<file path="src/rtl/logged_sync_pkg.sv">
// Shared types and constants for the logged_sync event arbiter slice.
package logged_sync_pkg;

  typedef enum logic [1:0] {
    IDLE    = 2'd0,
    LAUNCH  = 2'd1,
    WAIT_HI = 2'd2,
    WAIT_LO = 2'd3
  } arb_state_e;

  localparam int unsigned NCH_DEF = 4;
  localparam int unsigned IDW_DEF = 2;

  function automatic int unsigned clog2(input int unsigned v);
    int unsigned r;
    r = 0;
    while ((64'd1 << r) < 64'(v)) r++;
    return r;
  endfunction

endpackage

</file>
<file path="src/rtl/logged_evt_arb_if.sv">
// Launch/bundled-ID/sync-back handshake between the arbiter and the logged_sync crossing.
interface logged_evt_arb_if #(
  parameter int unsigned IDW = 2
);
  logic           evt_o;
  logic [IDW-1:0] evt_id_o;
  logic           sync_back_i;

  modport master (output evt_o, output evt_id_o, input  sync_back_i);
  modport slave  (input  evt_o, input  evt_id_o, output sync_back_i);
endinterface

</file>
<file path="src/rtl/logged_evt_rr_pick.sv">
// Combinational round-robin picker: first pending index strictly above ptr_i, wrapping.
module logged_evt_rr_pick #(
  parameter int unsigned NCH = 4,
  parameter int unsigned IDW = 2
) (
  input  logic [NCH-1:0] pend_i,
  input  logic [IDW-1:0] ptr_i,
  output logic           gnt_vld_o,
  output logic [IDW-1:0] gnt_idx_o
);

  int unsigned    idx;
  logic [NCH-1:0] sh;

  always_comb begin
    gnt_vld_o = 1'b0;
    gnt_idx_o = '0;
    idx       = 0;
    sh        = '0;
    for (int unsigned k = 1; k <= NCH; k++) begin
      idx = (int'(ptr_i) + k) % NCH;
      sh  = pend_i >> idx;
      if (!gnt_vld_o && sh[0]) begin
        gnt_vld_o = 1'b1;
        gnt_idx_o = IDW'(idx);
      end
    end
  end

endmodule

</file>
<file path="src/rtl/logged_evt_arb.sv">
// Round-robin scheduler sharing one logged_sync crossing among NCH event sources.
// Optional watchdog on the sync-back wait: define LOGSYNC_TIMEOUT_EN.
module logged_evt_arb
  import logged_sync_pkg::*;
#(
  parameter int unsigned NCH    = NCH_DEF,
  parameter int unsigned IDW    = IDW_DEF,
  parameter int unsigned TO_CYC = 64
) (
  input  logic                 A_CLK,
  input  logic                 A_RST,
  input  logic [NCH-1:0]       req_i,
  logged_evt_arb_if.master     xif,
  output logic                 busy_o,
  output logic [NCH-1:0]       pend_o,
  output logic [NCH-1:0]       coal_o,
  input  logic [NCH-1:0]       coal_clr_i,
  output logic                 timeout_o
);

  if (IDW < clog2(NCH) || NCH < 1 || NCH > 16 || TO_CYC < 1) begin : g_param_chk
    $error("logged_evt_arb: illegal NCH/IDW/TO_CYC combination");
  end

  arb_state_e     state_q;
  logic [NCH-1:0] pend_q, pend_d;
  logic [NCH-1:0] coal_q, coal_d;
  logic [IDW-1:0] ptr_q;
  logic [IDW-1:0] evt_id_q;
  logic           evt_q;
  logic           gnt_vld;
  logic [IDW-1:0] gnt_idx;
  logic [NCH-1:0] gnt_mask;
  logic           to_hit;

  logged_evt_rr_pick #(.NCH(NCH), .IDW(IDW)) u_pick (
    .pend_i    (pend_q),
    .ptr_i     (ptr_q),
    .gnt_vld_o (gnt_vld),
    .gnt_idx_o (gnt_idx)
  );

  // A request landing on the granted channel re-arms pend, so it is never counted as coalesced.
  always_comb begin
    gnt_mask = '0;
    if (state_q == IDLE && gnt_vld) gnt_mask = NCH'(1) << gnt_idx;
    pend_d = (pend_q & ~gnt_mask) | req_i;
    coal_d = (coal_q & ~coal_clr_i) | (req_i & pend_q & ~gnt_mask);
  end

  always_ff @(posedge A_CLK or posedge A_RST) begin
    if (A_RST) begin
      state_q  <= IDLE;
      pend_q   <= '0;
      coal_q   <= '0;
      ptr_q    <= IDW'(NCH - 1);
      evt_id_q <= '0;
      evt_q    <= 1'b0;
    end else begin
      pend_q <= pend_d;
      coal_q <= coal_d;
      evt_q  <= 1'b0;
      case (state_q)
        IDLE: begin
          if (gnt_vld) begin
            state_q  <= LAUNCH;
            evt_q    <= 1'b1;
            evt_id_q <= gnt_idx;
            ptr_q    <= gnt_idx;
          end
        end
        LAUNCH:  state_q <= WAIT_HI;
        WAIT_HI: begin
          if (to_hit)                state_q <= IDLE;
          else if (xif.sync_back_i)  state_q <= WAIT_LO;
        end
        WAIT_LO: begin
          if (to_hit)                state_q <= IDLE;
          else if (!xif.sync_back_i) state_q <= IDLE;
        end
        default: state_q <= IDLE;
      endcase
    end
  end

`ifdef LOGSYNC_TIMEOUT_EN
  localparam int unsigned CNTW = (clog2(TO_CYC) > 0) ? clog2(TO_CYC) : 1;

  logic [CNTW-1:0] cnt_q;
  logic            timeout_q;
  logic            stay;

  // Counter only advances while the FSM holds in a wait state; any transition restarts it.
  assign stay   = (state_q == WAIT_HI && !xif.sync_back_i) ||
                  (state_q == WAIT_LO &&  xif.sync_back_i);
  assign to_hit = (state_q == WAIT_HI || state_q == WAIT_LO) &&
                  (cnt_q == CNTW'(TO_CYC - 1));

  always_ff @(posedge A_CLK or posedge A_RST) begin
    if (A_RST) begin
      cnt_q     <= '0;
      timeout_q <= 1'b0;
    end else begin
      cnt_q     <= (stay && !to_hit) ? cnt_q + CNTW'(1) : '0;
      timeout_q <= timeout_q | to_hit;
    end
  end

  assign timeout_o = timeout_q;
`else
  assign to_hit    = 1'b0;
  assign timeout_o = 1'b0;
`endif

  assign xif.evt_o    = evt_q;
  assign xif.evt_id_o = evt_id_q;
  assign busy_o       = (state_q != IDLE);
  assign pend_o       = pend_q;
  assign coal_o       = coal_q;

endmodule

</file>
<file path="src/flat_wrapper.sv">
// flat-port wrapper written by rule: the top's interface ports become plain ports
module logged_evt_arb_flat import logged_sync_pkg::*;
#(
  parameter int unsigned NCH    = NCH_DEF,
  parameter int unsigned IDW    = IDW_DEF,
  parameter int unsigned TO_CYC = 64
)
  (A_CLK, A_RST, req_i, busy_o, pend_o, coal_o, coal_clr_i, timeout_o, xif_evt_o, xif_evt_id_o, xif_sync_back_i);
  logged_evt_arb_if #(.IDW(IDW)) xif_i ();
  input  logic A_CLK;
  input  logic A_RST;
  input  logic [NCH-1:0] req_i;
  output logic busy_o;
  output logic [NCH-1:0] pend_o;
  output logic [NCH-1:0] coal_o;
  input  logic [NCH-1:0] coal_clr_i;
  output logic timeout_o;
  output wire logic [$bits(xif_i.evt_o)-1:0] xif_evt_o;
  output wire logic [$bits(xif_i.evt_id_o)-1:0] xif_evt_id_o;
  input wire logic [$bits(xif_i.sync_back_i)-1:0] xif_sync_back_i;
  assign xif_evt_o = xif_i.evt_o;
  assign xif_evt_id_o = xif_i.evt_id_o;
  assign xif_i.sync_back_i = xif_sync_back_i;
  logged_evt_arb #(.NCH(NCH), .IDW(IDW), .TO_CYC(TO_CYC)) u_core (.A_CLK(A_CLK), .A_RST(A_RST), .req_i(req_i), .xif(xif_i), .busy_o(busy_o), .pend_o(pend_o), .coal_o(coal_o), .coal_clr_i(coal_clr_i), .timeout_o(timeout_o));
endmodule
</file>
<file path="config.mk">
export PLATFORM = sky130hd
export DESIGN_NAME = logged_evt_arb_flat
export DESIGN_NICKNAME = d
export VERILOG_FILES = /design/src/rtl/logged_sync_pkg.sv /design/src/rtl/logged_evt_arb_if.sv /design/src/rtl/logged_evt_rr_pick.sv /design/src/rtl/logged_evt_arb.sv /design/src/flat_wrapper.sv
export SDC_FILE = /design/constraint.sdc
export NUM_CORES = 1
export LEC_CHECK = 0
export CAP_MARGIN = 20
export CORE_MARGIN = 8
export CORE_UTILIZATION = 41
export DETAILED_ROUTE_END_ITERATION = 10
export PLACE_DENSITY_LB_ADDON = 0.05
export SYNTH_ARGS = -nofsm -noshare
export SYNTH_HDL_FRONTEND = slang
export SYNTH_SLANG_ARGS = --single-unit
</file>
<file path="constraint.sdc">
create_clock -name A_CLK -period 1.65 [get_ports A_CLK]
set_clock_uncertainty 0.1 [all_clocks]
set_input_delay 0.165 -clock A_CLK [delete_from_list [all_inputs] [get_ports A_CLK]]
set_output_delay 0.165 -clock A_CLK [all_outputs]
set_load 0.005 [all_outputs]
</file>
Yosys cells after proc, flatten, opt, wreduce, memory -nomap -nowiden
Cells that the tools add are included.

Add/subtract/negate cells: 4. Equality and inequality tests: 6. Shift operators: 5. Muxes and demuxes: 15. Bitwise gates (word level): 8. Reductions and logical operators: 11.

Operator list (count): $and 4x4->4 (4); $shr 4x2->1 (4); $mux 2 (7); $not 4->4 (2); $or 4x4->4 (2); $pmux 2 s4 (1); $mux 1 (6); $add 2x1->2 const B (2); $add 2x2->2 const B (2); $eq 2x2->1 const B (2); $logic_and 1x1->1 (4); $mux 4 (1); $ne 2x2->1 const B (2); $shl 1x2->4 const A (1); $logic_not 1->1 (3); $reduce_and 3->1 (1); $eq 2x1->1 const B (1); $logic_not 2->1 (1); $ne 2x1->1 const B (1); $reduce_and 2->1 (1); $reduce_bool 2->1 (1).

Register bits: 15. Input bits: 11. Output and inout port bits: 13. Word-level logic and storage cells: 55.

Logic depth before layout (Yosys ltp)
Depth in word-level cells: 17. Mapped depth: 8. Gate-level depth less buffers: 7.

Cells and area by module
From an unflattened synthesis, not the netlist that was laid out.

Cell total of the unflattened synthesis: 75. Area, all modules: 732.0 sq um.

By module, submodules not included: logged_evt_arb (instances 1, cells each 61, area an instance 640.6 sq um, sequential area each 377.9 sq um); logged_evt_rr_pick (instances 1, cells each 14, area an instance 91.3 sq um, sequential area each 0.0 sq um).

Worst setup path after synthesis
Ideal clock, no wire load.

Path type: reg-to-reg. From: register u_core.ptr_q[1]. To: register u_core.coal_q[2] (netlist: u_core.coal_o[2]). Setup time: 0.136 ns. Data arrival time: 1.312 ns. Path slack: 0.101 ns. Stages on the path, launching flop included: 6. Buffers on the path: 1. Clock period less this slack: 1.549 ns. Path through: dfstp_2 -> buf_6 -> mux2i_1 -> o21ai_1 -> nor4_2 -> o22ai_1.

Word-level cells in the longest chain between the ends: 17.

RTL lines: start, declared (RTL line logged_evt_arb.sv:28) `logic [IDW-1:0] ptr_q;`; start signal, assigned (RTL line logged_evt_arb.sv:56) `ptr_q <= IDW'(NCH - 1);`; start signal, assigned (RTL line logged_evt_arb.sv:69) `ptr_q <= gnt_idx;`; $add 2x1->2 (RTL line logged_evt_rr_pick.sv:21) `idx = (int'(ptr_i) + k) % NCH;`; $shr 4x2->1 (RTL line logged_evt_rr_pick.sv:22) `sh = pend_i >> idx;`; $mux 1 (RTL line logged_evt_rr_pick.sv:23) `if (!gnt_vld_o && sh[0]) begin`; $logic_not 1->1 (RTL line logged_evt_rr_pick.sv:23); $logic_and 1x1->1 (RTL line logged_evt_rr_pick.sv:23); $mux 1 (RTL line logged_evt_rr_pick.sv:23); $logic_not 1->1 (RTL line logged_evt_rr_pick.sv:23); $logic_and 1x1->1 (RTL line logged_evt_rr_pick.sv:23); [2 not listed]; $logic_and 1x1->1 (RTL line logged_evt_rr_pick.sv:23); $mux 2 or $mux 1 (tied branches) (RTL line logged_evt_rr_pick.sv:23); $shl 1x2->4 or $logic_and 1x1->1 (tied branches) (RTL line logged_evt_arb.sv:46) `if (state_q == IDLE && gnt_vld) gnt_mask = NCH'(1) << gnt_idx;`; $mux 4 (*) (RTL line logged_evt_arb.sv:46); $not 4->4 (*) (RTL line logged_evt_arb.sv:48) `coal_d = (coal_q & ~coal_clr_i) | (req_i & pend_q & ~gnt_mask);`; $and 4x4->4 (*) (RTL line logged_evt_arb.sv:48); $or 4x4->4 (*) (RTL line logged_evt_arb.sv:48); named net u_core.coal_d[2] (RTL line logged_evt_arb.sv:27) `logic [NCH-1:0] coal_q, coal_d;`; end signal, assigned (RTL line logged_evt_arb.sv:61) `coal_q <= coal_d;`; end, declared (RTL line logged_evt_arb.sv:27).

The timed path passes the listed nets; every way through them passes the cells marked *. A chain may end at the register's enable or synchronous reset.

Worst setup path in the final report
From: register u_core.pend_q[3] (netlist: u_core.pend_o[3]). To: output pend_o[3].

RTL lines: start, declared (RTL line logged_evt_arb.sv:26) `logic [NCH-1:0] pend_q, pend_d;`; start signal, assigned (RTL line logged_evt_arb.sv:60) `pend_q <= pend_d;`; end, declared (RTL line flat_wrapper.sv:14) `output logic [NCH-1:0] pend_o;`.

No word-level cell between the ends.

==> out/metrics.yaml <==
cts:
  numCtsBuffers: 3
  ctsHoldBuffers: 0
  cts_buffer_depth: 2
  cts.sinks: 15
  clk_latency_ns: 0.28
  cts_tree: "yes"
  cts_root_buf: "clkbuf_4"
  cts.clk_slew.worst_paths_ns: 0.09
  cts_htree_levels: 1
setup_path:
  crit_family: "buffers and inverters"
  cp_num_buf_inv: 1
  rr_worst_depth: 4
  critPathCaptureType: "output port"
  arrival_ns: 1.34
  start_kind: "flip-flop"
  crit_type: "reg -> out"
  slowest_delay_ns: 0.56
  path_cells: "clkdlybuf4s50_1"
  cp.depth: 1
  slowest_stage: "clkdlybuf4s50_1"
  crit_required_ns: 1.38
  cp_max_fo: 8
logic_synthesis:
  synthTopCellsByArea: "dfrtp_1 (40%), dfstp_2 (6.4%), ha_1 (6.1%), nor2_1 (5.0%), inv_1 (4.6%)"
  synth_edf_count: 0
  yosysWarningCount: 0
  yosysTopAreaCell: "dfrtp_1"
  synth.most_common_cell: "dfrtp_1"
  yosys.area_share.simple_pct: 16.9
  synthMuxAreaShare_pct: 2.59
  synth_top_area_share_pct: 39.6
  synth_compound_area_share_pct: 20.4
  ys.flop_type: "dfrtp_1"
  syn_area_um2: 821
  ys_async_sr_fraction_pct: 100
  yosys.area_share.xor_xnor_pct: 0
  synth_top_family_by_area: "compound AO/OA/AOI/OAI gates"
  syn_avg_cell_area_um2: 9.66
  ys_top_cells_by_count: "dfrtp_1 (13), nor2_1 (11), inv_1 (10), nand2_1 (5)"
  syn_nets: 100
  yosys_register_bits: 15
  syn_inst: 85
  synth_cell_type_count: 32
  yosysSeqAreaShare_pct: 46.0
  synthAdderAreaFrac_pct: 6.10
placed_design:
  place_congestion: 0.731
  portBuffers: 22
  dp_hpwl_um: 1460
finish:
  diodes: 0
  drive_above_1_share_pct: 19.8
  fillers: 195
  multi_input_area_um2: 388
  seq_area_um2: 378
  final_core_util_pct: 59.6
  final_nets: 132
  area_growth_syn_to_layout_pct: 39.6
floorplan:
  placementRows: 16
  start_util_pct: 42.7
  core-area_mm2: 0.00192
  dieArea_mm2: 0.00369
  io_pins: 24
  die_h_um: 60.7
  dieWidth_um: 60.7
route:
  vias: 674
  firstDrtPassIters: 4
  drt-total-wl_um: 1850
  drt.antenna.violating_nets: 0
  drtIter0Drc: 18
  wl_per_cell_um: 13.0
  viasPerCell: 4.71
  drc: 0
pwr:
  ir_drop_uv: 817
  p_per_area_mw_per_mm2: 1780
  leakage_nw: 0.508
sta:
  finalCritPeriodShare_pct: 97.5
  hold_violations: 0
  maxSlewViolCount: 0
  min_period_ns: 1.61
  setup_viol: 0
  fin_tns_setup_ns: 0
  rsz0062_at_grt: "true"
  fmax_ghz: 0.621
global_route:
  grt_max_degree: 16
  grt_pass1_wl_um: 2990
  grtUsageTotal_pct: 10.9
  gr-total-overflow: 0
  antenna_found_initial: 0
  grt_pass1_vias: 665
worst_hold_path:
  min_path_type: "in -> async"
status:
  status: "finished clean"
job:
  drv_cap: 0
## cell families (layout without fill, tap and decap cells)
kind of cell,Yosys count,after routing
adder cells (fa/ha/maj),4,4
flip-flops,15,15
multiplexers,2,2
buffers and inverters,13,44
AND/OR/NAND/NOR,26,26
other,1,1
AO/OA/AOI/OAI,24,24
## stage by stage
step	cell area, um2	power [W]	std cells	setup WS, ns	hold slack [ns]
2_1_floorplan	821	0.00134	85	0.101	-0.0350
3_3_place_gp	1090	0.00177	136	-0.0123	0.380
3_5_place_dp	1090	0.00179	136	-0.0219	0.395
4_1_cts	1120	0.00200	140	0.0128	0.0938
5_1_grt	1150	0.00222	143	-0.0198	0.120
6_report	1150	0.00204	143	0.0405	0.0929
## registers in the layout, indices dropped and copies added (netlist names)
signal / flops
u_core.ptr_q: 2
u_core.xif.evt_o: 1
u_core.xif.evt_id_o: 2
u_core.coal_o: 4
u_core.state_q: 2
u_core.pend_o: 4
## area by class of cell
type	instances	area share [%]
sequential	15	33.0
multi-input combinational	57	33.8
inverter	10	3.28
clock buffer	4	2.29
timing repair buffer	30	24.7
tap	27	2.95
## final timing paths
check                      slack [ns]                        start                           to
min reg2reg                      0.41   u_core.coal_o[0]$_DFF_PP0_   u_core.coal_o[0]$_DFF_PP0_
min                              0.09                        A_RST   u_core.pend_o[2]$_DFF_PP0_
max                              0.04   u_core.pend_o[3]$_DFF_PP0_                    pend_o[3]
max in group asynchronous        1.11                        A_RST  u_core.ptr_q[1]$_DFFE_PP1P_
min in group A_CLK               0.35                coal_clr_i[2]   u_core.coal_o[2]$_DFF_PP0_
max reg2reg                      0.05  u_core.ptr_q[1]$_DFFE_PP1P_   u_core.coal_o[0]$_DFF_PP0_
## worst register-to-register path, stage by stage (launching register included)
cell,delay [ns]
dfstp_2,0.60
mux2i_2,0.25
o21a_1,0.17
o211ai_1,0.13
a32o_1,0.25
## layer usage
metal	part of all wire, %	global-route usage (%)
met1	46	12.5
met2	47	17.6
met3	5.9	3.18
met4	1.2	5.98
met5	0	0
## layout by cell type (no fill, tap or decap), drive strengths merged
| master | count |
|---|---|
| a21o | 2 |
| a21oi | 5 |
| a31o | 1 |
| a31oi | 4 |
| a32o | 2 |
| buf | 8 |
| clkbuf | 4 |
| clkdlybuf4s50 | 21 |
| conb | 1 |
| dfrtp | 13 |
| dfstp | 2 |
| dlygate4sd2 | 1 |
| ha | 4 |
| inv | 10 |
| mux2 | 1 |
| mux2i | 1 |
| nand2 | 5 |
| nand2b | 2 |
| nand3b | 2 |
| nor2 | 11 |
| nor2b | 2 |
| nor3 | 1 |
| nor4 | 1 |
| o211ai | 1 |
| o21a | 2 |
| o21ai | 4 |
| o21bai | 1 |
| o22ai | 1 |
| o32a | 1 |
| or2 | 1 |
| or2b | 1 |
## repair_timing
action | in CTS | in global routing
gates resized for setup | 3 | 4
pin swaps | 1 | 4
buffers inserted | 0 | 3
hold endpoints to repair | 0 | 0
setup endpoints to repair | 2 | 8
## power by group
part	leakage, nW	internal [W]	switching (W)
Combinational	0.331	0.000627	0.000518
Clock	0.0150	0.0000937	0.000112
Sequential	0.162	0.000549	0.000144
Total	0.508	0.00127	0.000774
(Power assumes the default switching activity.)
